[config.mk]
export PLATFORM = sky130hd
export DESIGN_NAME = double_to_sig16b
export DESIGN_NICKNAME = d
export VERILOG_FILES = /design/src/rtl/sig_conv_pkg.sv /design/src/rtl/double_classify.sv /design/src/rtl/double_to_sig16b.sv
export SDC_FILE = /design/constraint.sdc
export NUM_CORES = 1
export LEC_CHECK = 0
export CELL_PAD_IN_SITES_DETAIL_PLACEMENT = 2
export CELL_PAD_IN_SITES_GLOBAL_PLACEMENT = 2
export CORE_UTILIZATION = 24
export CTS_CLUSTER_DIAMETER = 40
export DETAILED_ROUTE_END_ITERATION = 10
export GPL_TIMING_DRIVEN = 0
export PLACE_DENSITY = 0.87
export SYNTH_ARGS = -nofsm -noshare
export SYNTH_HDL_FRONTEND = slang
export SYNTH_SLANG_ARGS = --single-unit
export TNS_END_PERCENT = 5
[constraint.sdc]
create_clock -name clk_operation -period 2.11 [get_ports clk_operation]
set_input_delay 0.211 -clock clk_operation [delete_from_list [all_inputs] [get_ports clk_operation]]
set_output_delay 0.211 -clock clk_operation [all_outputs]
set_load 0.02 [all_outputs]
[src/rtl/sig_conv_pkg.sv]
// Shared constants for the FP <-> sample converters: IEEE-754 double layout,
// sample limits and the converter FSM encoding.
package sig_conv_pkg;

  localparam int DBL_BIAS   = 1023;
  localparam int DBL_EXP_W  = 11;
  localparam int DBL_FRAC_W = 52;
  localparam int SAMPLE_W   = 16;

  localparam logic [14:0] SAMPLE_MAG_MAX = 15'h7FFF;

  localparam logic [0:0] ST_IDLE  = 1'b0;
  localparam logic [0:0] ST_SHIFT = 1'b1;

endpackage

[src/rtl/double_classify.sv]
// Combinational IEEE-754 double classifier: special-value flags, unbiased
// exponent and the right-shift count that aligns the magnitude to a 15-bit integer.
module double_classify
  import sig_conv_pkg::*;
#(
  parameter int BIAS = 1023
) (
  input  logic [DBL_EXP_W-1:0]  i_exp,
  input  logic [DBL_FRAC_W-1:0] i_frac,
  output logic                  o_is_zero_den,
  output logic                  o_is_inf,
  output logic                  o_is_nan,
  output logic signed [11:0]    o_e,
  output logic [3:0]            o_shift
);

  logic w_exp_max;

  assign w_exp_max     = (i_exp == '1);
  assign o_is_zero_den = (i_exp == '0);
  assign o_is_inf      = w_exp_max && (i_frac == '0);
  assign o_is_nan      = w_exp_max && (i_frac != '0);
  assign o_e           = signed'({1'b0, i_exp} - 12'(BIAS));

  // Only exponents 0..14 land inside the 15-bit magnitude; all others are preloaded.
  assign o_shift = (o_e >= 0 && o_e <= 14) ? 4'(14 - o_e) : 4'd0;

endmodule

[src/rtl/double_to_sig16b.sv]
// IEEE-754 double to 16-bit sign-magnitude sample, one right-shift per clock.
// Optional build macro ROUND_NEAREST_EN: round half away from zero instead of truncating.
module double_to_sig16b #(
  parameter int SAMPLE_W = 16,
  parameter int DBL_BIAS = 1023
) (
  input  logic                clk_operation,
  input  logic                rst_n,
  input  logic                enable,
  input  logic [63:0]         double,
  output logic [SAMPLE_W-1:0] sig16b,
  output logic                ready,
  output logic                busy,
  output logic                overflow,
  output logic                invalid
);
  import sig_conv_pkg::*;

  localparam int MAG_W = SAMPLE_W - 1;

  logic                r_state;
  logic [3:0]          r_cnt;
  logic                r_sign;
  logic [MAG_W-1:0]    r_mag;
  logic                r_ovf_pend;
  logic                r_inv_pend;
  logic [SAMPLE_W-1:0] r_sig;
  logic                r_ready;
  logic                r_busy;
  logic                r_ovf;
  logic                r_inv;

  logic                w_zero_den;
  logic                w_inf;
  logic                w_nan;
  logic signed [11:0]  w_e;
  logic [3:0]          w_shift;
  logic                w_accept;
  logic                w_done;
  logic [MAG_W-1:0]    w_mag_ld;
  logic                w_ovf_ld;
  logic                w_inv_ld;
  logic [MAG_W-1:0]    w_mag_fin;
  logic                w_carry;

  double_classify #(.BIAS(DBL_BIAS)) u_classify (
    .i_exp         (double[62:52]),
    .i_frac        (double[51:0]),
    .o_is_zero_den (w_zero_den),
    .o_is_inf      (w_inf),
    .o_is_nan      (w_nan),
    .o_e           (w_e),
    .o_shift       (w_shift)
  );

  assign w_accept = (r_state == ST_IDLE) && enable;
  assign w_done   = (r_state == ST_SHIFT) && (r_cnt == 4'd0);

`ifdef ROUND_NEAREST_EN
  logic             r_guard;
  logic             w_grd_ld;
  logic [MAG_W:0]   w_sum;

  always_comb begin
    w_grd_ld = double[37];
    if (w_nan || w_inf || (!w_zero_den && w_e > 14)) begin
      w_grd_ld = 1'b0;
    end else if (w_zero_den || w_e < 0) begin
      // At e = -1 the implicit leading one sits exactly in the guard position.
      w_grd_ld = !w_zero_den && (w_e == -12'sd1);
    end
  end

  assign w_sum     = {1'b0, r_mag} + (MAG_W+1)'(r_guard);
  assign w_carry   = w_sum[MAG_W];
  assign w_mag_fin = w_carry ? SAMPLE_MAG_MAX : w_sum[MAG_W-1:0];

  always_ff @(posedge clk_operation) begin
    if (w_accept) begin
      r_guard <= w_grd_ld;
    end else if (r_state == ST_SHIFT && r_cnt != 4'd0) begin
      r_guard <= r_mag[0];
    end
  end
`else
  assign w_carry   = 1'b0;
  assign w_mag_fin = r_mag;
`endif

  always_comb begin
    w_mag_ld = {1'b1, double[51:38]};
    w_ovf_ld = 1'b0;
    w_inv_ld = 1'b0;
    if (w_nan) begin
      w_mag_ld = '0;
      w_inv_ld = 1'b1;
    end else if (w_inf || (!w_zero_den && w_e > 14)) begin
      w_mag_ld = SAMPLE_MAG_MAX;
      w_ovf_ld = 1'b1;
    end else if (w_zero_den || w_e < 0) begin
      w_mag_ld = '0;
    end
  end

  // Datapath: load on accept, then shift right once per cycle while the count runs.
  always_ff @(posedge clk_operation) begin
    if (w_accept) begin
      r_sign     <= double[63];
      r_mag      <= w_mag_ld;
      r_ovf_pend <= w_ovf_ld;
      r_inv_pend <= w_inv_ld;
    end else if (r_state == ST_SHIFT && r_cnt != 4'd0) begin
      r_mag <= r_mag >> 1;
    end
  end

  always_ff @(posedge clk_operation or negedge rst_n) begin
    if (!rst_n) begin
      r_state <= ST_IDLE;
      r_cnt   <= 4'd0;
      r_sig   <= '0;
      r_ready <= 1'b0;
      r_busy  <= 1'b0;
      r_ovf   <= 1'b0;
      r_inv   <= 1'b0;
    end else if (w_accept) begin
      r_state <= ST_SHIFT;
      r_cnt   <= w_shift;
      r_ready <= 1'b0;
      r_busy  <= 1'b1;
      r_ovf   <= 1'b0;
      r_inv   <= 1'b0;
    end else if (w_done) begin
      r_state <= ST_IDLE;
      // Negative zero collapses to 0x0000.
      r_sig   <= {r_sign & (w_mag_fin != '0), w_mag_fin};
      r_ready <= 1'b1;
      r_busy  <= 1'b0;
      r_ovf   <= r_ovf_pend | w_carry;
      r_inv   <= r_inv_pend;
    end else if (r_state == ST_SHIFT) begin
      r_cnt <= r_cnt - 4'd1;
    end
  end

  assign sig16b   = r_sig;
  assign ready    = r_ready;
  assign busy     = r_busy;
  assign overflow = r_ovf;
  assign invalid  = r_inv;

endmodule

==> run_results.csv, run 1 <==
group,metric,value,unit
worst_setup_path,critPathLaunch,"double[55]",
placed_design,place.detailed.hpwl,6.11,mm
route,dr_total_vias,2117,
timing,drv_slew,0,
job,max_cap_violations,0,
power,ir_drop,0.288,mV
worst_setup_path,crit_fanout,10,
placed_design,gp_congestion,0.764,
clock_tree,cts_buffer_depth,2,
floorplan,die_w,100,microns
synthesis,synthArstFlopShare,57.1,%
layout,nets,382,
layout,mostFrequentLayoutCell,"clkdlybuf4s50_1",
synthesis,yosysTopAreaCell,"dfrtp_1",
clock_tree,worstSkewPairLatency,290,ps
clock_tree,cts.sinks,42,
synthesis,syn_avg_cell_area,10.8,sq um
synthesis,synth_edf_count,18,
layout,drive_gt1_share,18.0,%
worst_setup_path,end_kind,"flip-flop",
synthesis,synth_area,2330,sq um
timing,fin_crit_sh,97.4,%
placed_design,port-buffer-count,86,
synthesis,netlist.area_leader.share,25.8,%
route,drc,0,
timing,hold_viol,0,
route,drtIter0Drc,79,
floorplan,dieHeight,100,microns
global_route,gr-usage-all-layers,15.6,%
synthesis,yosysSeqAreaShare,49.1,%
worst_setup_path,crit_buf_inv,3,
floorplan,rows,35,
timing,slew_headroom,27.2,%
layout,final_core_util,38.2,%
floorplan,ioPinCount,87,
layout,synthToLayoutAreaGrowth,53.0,%
route,drtAntennaViolNets,0,
layout,layout.area.seq,1140,sq um
timing,timing.fmax,0.487,GHz
clock_tree,cts_hold_buf,0,
layout,layout_common_cells,"82 x clkdlybuf4s50_1, 25 x nand2_1, 24 x dfrtp_1",
layout,antenna_cells,0,
layout,multi_input_area,1190,sq um
synthesis,ys_ff_latch,42,
route,dr.pass1.iters,2,
synthesis,synth_cells,215,
floorplan,dieArea,10100,sq um
synthesis,synth_fp_nets,287,
clock_tree,cts_tree,"yes",
global_route,grt_pass1_wl,12.2,mm
timing,fin_tns_setup,0,ps
clock_tree,clkTransAtPathRegs,80,ps
timing,setup_viol,0,
hold_path,hp-class,"in -> reg",
power,powerDensity,1120,nW/um^2
clock_tree,cts-root-buf,"clkbuf_8",
clock_tree,numCtsBuffers,5,
synthesis,yosys_warnings,0,
floorplan,core,9330,sq um
route,via_per_inst,4.81,
route,wl_per_cell,16.6,microns
synthesis,ys_dominant_reg_cell,"dfrtp_1",
power,p_leak,1.35,nW
worst_setup_path,worst_ep_arrival_time,2100,ps
global_route,first_global_vias,2418,
outcome,status,"complete, no violations",
timing,rsz0062_at_grt,"yes",
worst_setup_path,critPathMaxStageDelay,400,ps
worst_setup_path,regToRegSetupSlack,170,ps
worst_setup_path,cp_slowest_cell,"a221o_2",
timing,tightest_slew,1090,ps
global_route,grt_start_max_net_pins,25,
timing,final.min_clock_period,2060,ps
synthesis,synthTopCellsByArea,"dfrtp_1 26%, edfxtp_1 23%, mux2_2 7.3%",
global_route,antenna_found_initial,0,
global_route,overflow,0,
worst_setup_path,crit_required,2150,ps
placed_design,placed_cells,430,
worst_setup_path,start_kind,"input pin",
timing,fin_skew,6.99,ps
worst_setup_path,reg2reg_from,"r_cnt[0]",
synthesis,yosysUniqueCellTypes,42,
floorplan,start_util,24.9,%
worst_setup_path,crit_top_cell,"buf_6",
layout,fill_cells,995,
layout,final_cells,440,
worst_setup_path,crit_chain,"dlygate4sd2_1, and4_1, buf_6, a211o_1, a221o_2, buf_6, nor4_4, o21ai_1",
worst_setup_path,critPathKind,"in -> reg",
hold_path,min_from,"double[52]",
worst_setup_path,crit_family,"compound AO/OA/AOI/OAI gates",
route,wl,7.32,mm
clock_tree,cts_max_level,2,
## worst min-delay path, delay by kind of cell
kind	cells	cell delay (ps)
buffers and inverters	2	380
AO/OA/AOI/OAI	1	140
## synth_stat cells (5+ instances only)
master / instances
nor4_1: 21
nor3_1: 5
dfrtp_1: 24
o21ai_0: 7
mux2_2: 15
o21ai_1: 14
inv_1: 10
nor2_1: 8
nand2_1: 25
nor4_2: 10
edfxtp_1: 18
ha_1: 5
## report_power, final
group | internal (W) | switching (W)
Combinational | 0.000905 | 0.000943
Clock | 0.000226 | 0.000270
Sequential | 0.00134 | 0.000296
## routing by layer
layer / track usage, % / wire, microns
met1: 17.8 / 3000
met2: 29.1 / 3810
met3: 2.92 / 394
met4: 4.79 / 123
met5: 0 / 0
## state kept, by name, summed over array words and instances, names as in the netlist
name and count:
r_cnt 4, invalid 1, r_mag 15, r_sign 1, busy 1, r_ovf_pend 1, r_inv_pend 1, overflow 1
sig16b 16, ready 1
## stage by stage
| stage | hold slack, ps | setup WS [ps] | power, W | instance area, sq um |
|---|---|---|---|---|
| finish | 473 | 54.6 | 0.00398 | 3560 |
| global route | 501 | -5.87 | 0.00426 | 3560 |
| CTS | 488 | 14.0 | 0.00403 | 3500 |
| detailed placement | 484 | -843 | 0.00350 | 3350 |
| global placement | 460 | -758 | 0.00332 | 3350 |
| floorplan | -84.6 | 27.5 | 0.00259 | 2330 |
## area by class of cell
type / count / area share [%]
multi-input combinational: 154 / 33.4
sequential: 42 / 32.1
timing repair buffer: 88 / 24.6
tap: 129 / 4.53
buffer: 9 / 1.97
clock buffer: 5 / 1.93
inverter: 10 / 1.05
clock inverter: 3 / 0.457
## logic make-up after synthesis
| logic type | share of synthesized area, % |
|---|---|
| AOI/OAI and AO/OA | 11.0 |
| xor gates and xnor gates | 2.26 |
| adders and majority gates | 2.69 |
| buffers and inverters | 4.09 |
| DFF | 49.1 |
| muxes | 7.26 |
| and+or+nand+nor | 23.7 |
## final timing paths
| kind | endpoint | cells past startpoint |
|---|---|---|
| hold / removal | r_cnt[0] | 3 |
| max in group asynchronous | sig16b[11] | 1 |
| min in group asynchronous | r_cnt[2] | 1 |
| hold reg to reg | ready | 1 |
| setup reg to reg | sig16b[7] | 6 |
| setup / recovery | r_mag[9] | 8 |
## what timing repair did
item	in CTS	in global routing
resized for setup	20	11
setup buffers	2	0
setup endpoints to repair	47	27
hold endpoints to repair	0	0
pin swaps	1	1
cloned	0	0
Note: power is estimated with default switching activity, not from simulation.
==> run 2, diff against run 1 <==
--- a/config.mk
+++ b/config.mk
@@ -5,12 +5,15 @@
 export SDC_FILE = /design/constraint.sdc
 export NUM_CORES = 1
 export LEC_CHECK = 0
+export CAP_MARGIN = 15
 export CELL_PAD_IN_SITES_DETAIL_PLACEMENT = 2
 export CELL_PAD_IN_SITES_GLOBAL_PLACEMENT = 2
+export CORE_MARGIN = 4
 export CORE_UTILIZATION = 24
 export CTS_CLUSTER_DIAMETER = 40
 export DETAILED_ROUTE_END_ITERATION = 10
 export GPL_TIMING_DRIVEN = 0
+export HOLD_SLACK_MARGIN = 0.12
 export PLACE_DENSITY = 0.87
 export SYNTH_ARGS = -nofsm -noshare
 export SYNTH_HDL_FRONTEND = slang
==> run_results.csv, run 2 (synthesized netlist as in run 1, its figures left out) <==
group,metric,value,unit
worst_setup_path,crit_required,2150,ps
clock_tree,cts_max_level,2,
job,max_cap_violations,0,
clock_tree,cts_buffer_depth,2,
route,drtAntennaViolNets,0,
layout,largest_reg_flops,16,
floorplan,dieHeight,106,microns
floorplan,dieArea,11300,sq um
layout,antenna_cells,0,
floorplan,ioPinCount,87,
route,drtIter0Drc,131,
placed_design,port-buffer-count,86,
timing,timing.fmax,0.480,GHz
outcome,status,"complete, no violations",
timing,slew_headroom,72.4,%
worst_setup_path,start_kind,"input pin",
timing,final.min_clock_period,2080,ps
worst_setup_path,ff2ff_path_depth,6,
layout,synthToLayoutAreaGrowth,52.0,%
timing,drv_slew,0,
layout,layout_common_cells,"82 x clkdlybuf4s50_1, 25 x nand2_1, 24 x dfrtp_1",
layout,design_area,3540,sq um
worst_setup_path,critPathKind,"in -> reg",
route,wl,6.96,mm
placed_design,place_ws,-825,ps
placed_design,placed_cells,431,
hold_path,hp-class,"in -> async",
route,dr.pass1.iters,4,
global_route,gr-usage-all-layers,12.4,%
worst_setup_path,end_kind,"flip-flop",
power,powerDensity,1120,nW/um^2
layout,drive_gt1_share,17.9,%
global_route,antenna_found_initial,0,
clock_tree,cts_tree,"yes",
clock_tree,cts_hold_buf,0,
timing,worst_slack,27.4,ps
global_route,grt_pass1_wl,11.3,mm
placed_design,place.detailed.hpwl,5.96,mm
worst_setup_path,crit_fanout,10,
floorplan,die_w,106,microns
timing,setup_viol,0,
placed_design,dpl_cell_area,3360,sq um
route,drc,0,
floorplan,start_util,24.9,%
floorplan,rows,35,
route,dr_total_vias,2090,
global_route,first_global_vias,2310,
clock_tree,cts.sinks,42,
clock_tree,worstSkewPairLatency,290,ps
floorplan,core,9330,sq um
power,total_power,0.00394,W
placed_design,gp_congestion,0.798,
layout,mostFrequentLayoutCell,"clkdlybuf4s50_1",
route,via_per_inst,4.74,
timing,rsz0062_at_grt,"yes",
worst_setup_path,worst_ep_arrival_time,2130,ps
timing,fin_crit_sh,98.7,%
global_route,overflow,0,
clock_tree,clkTransAtPathRegs,80,ps
power,p_leak,1.35,nW
route,wl_per_cell,15.8,microns
layout,nets,383,
timing,fin_skew,6.21,ps
clock_tree,cts-root-buf,"clkbuf_8",
power,ir_drop,0.327,mV
global_route,grt_start_max_net_pins,25,
clock_tree,numCtsBuffers,5,
timing,whs,204,ps
layout,final_cells,441,
timing,hold_viol,0,
timing,tightest_slew,412,ps
[run 2: metal layers]
metal | GRT usage [%] | wire length (microns) | vias to the layer above | share of wire [%]
met5 | 0 | 0 | - | 0
met3 | 3.76 | 519 | 4 | 7.5
met1 | 14.4 | 2950 | 1006 | 42
met4 | 3.01 | 66 | 0 | 0.95
met2 | 22.1 | 3430 | 73 | 49
li1 | - | - | 1007 | -
[run 2: area by class of cell]
class                   count  area, sq um
fillers                  1018         5790
multi-input cells         154         1150
flip-flops and latches     42         1140
repair buffers             89          897
well taps                 129          161
clock buffers               5         68.8
plain buffers               9         65.1
inverters                  10         37.5
clock inverters             3         16.3
[run 2: worst paths after layout]
check	startpoint	end	slack, ps
setup / recovery	double[55]	r_mag[6]	30
hold / removal	rst_n	r_cnt[3]	200
setup reg to reg	r_cnt[0]	sig16b[7]	180
hold reg to reg	ready	ready	490
max in group asynchronous	rst_n	sig16b[2]	1480
min in group clk_operation	double[52]	r_cnt[0]	370
[run 2: per-stage QoR]
stage,utilization [%],setup TNS (ps)
final,37.9,0
after floorplan,-,0
after global placement,35.9,-18640
after global routing,37.9,-226
after CTS,37.2,-3.69
after detailed placement,36.0,-15840
[run 2: report_power, final]
group / switching (W) / internal (W) / total (W)
clock: 0.000274 / 0.000227 / 0.000501
combinational: 0.000905 / 0.000905 / 0.00181
sequential: 0.000292 / 0.00134 / 0.00163
total: 0.00147 / 0.00247 / 0.00394
[run 2: critical path: stages]
cell and delay (ps):
dlygate4sd2_1 300, and4_1 210, buf_6 130, a211o_1 290
a221o_2 420, buf_6 180, nor4_2 280, o21ai_1 110
[run 2: repair_timing]
action	in CTS	in global routing
resized for setup	17	10
setup buffers	1	0
gates cloned	0	0
pin swaps	1	1
endpoints found under the setup margin	32	36
endpoints found under the hold margin	0	0
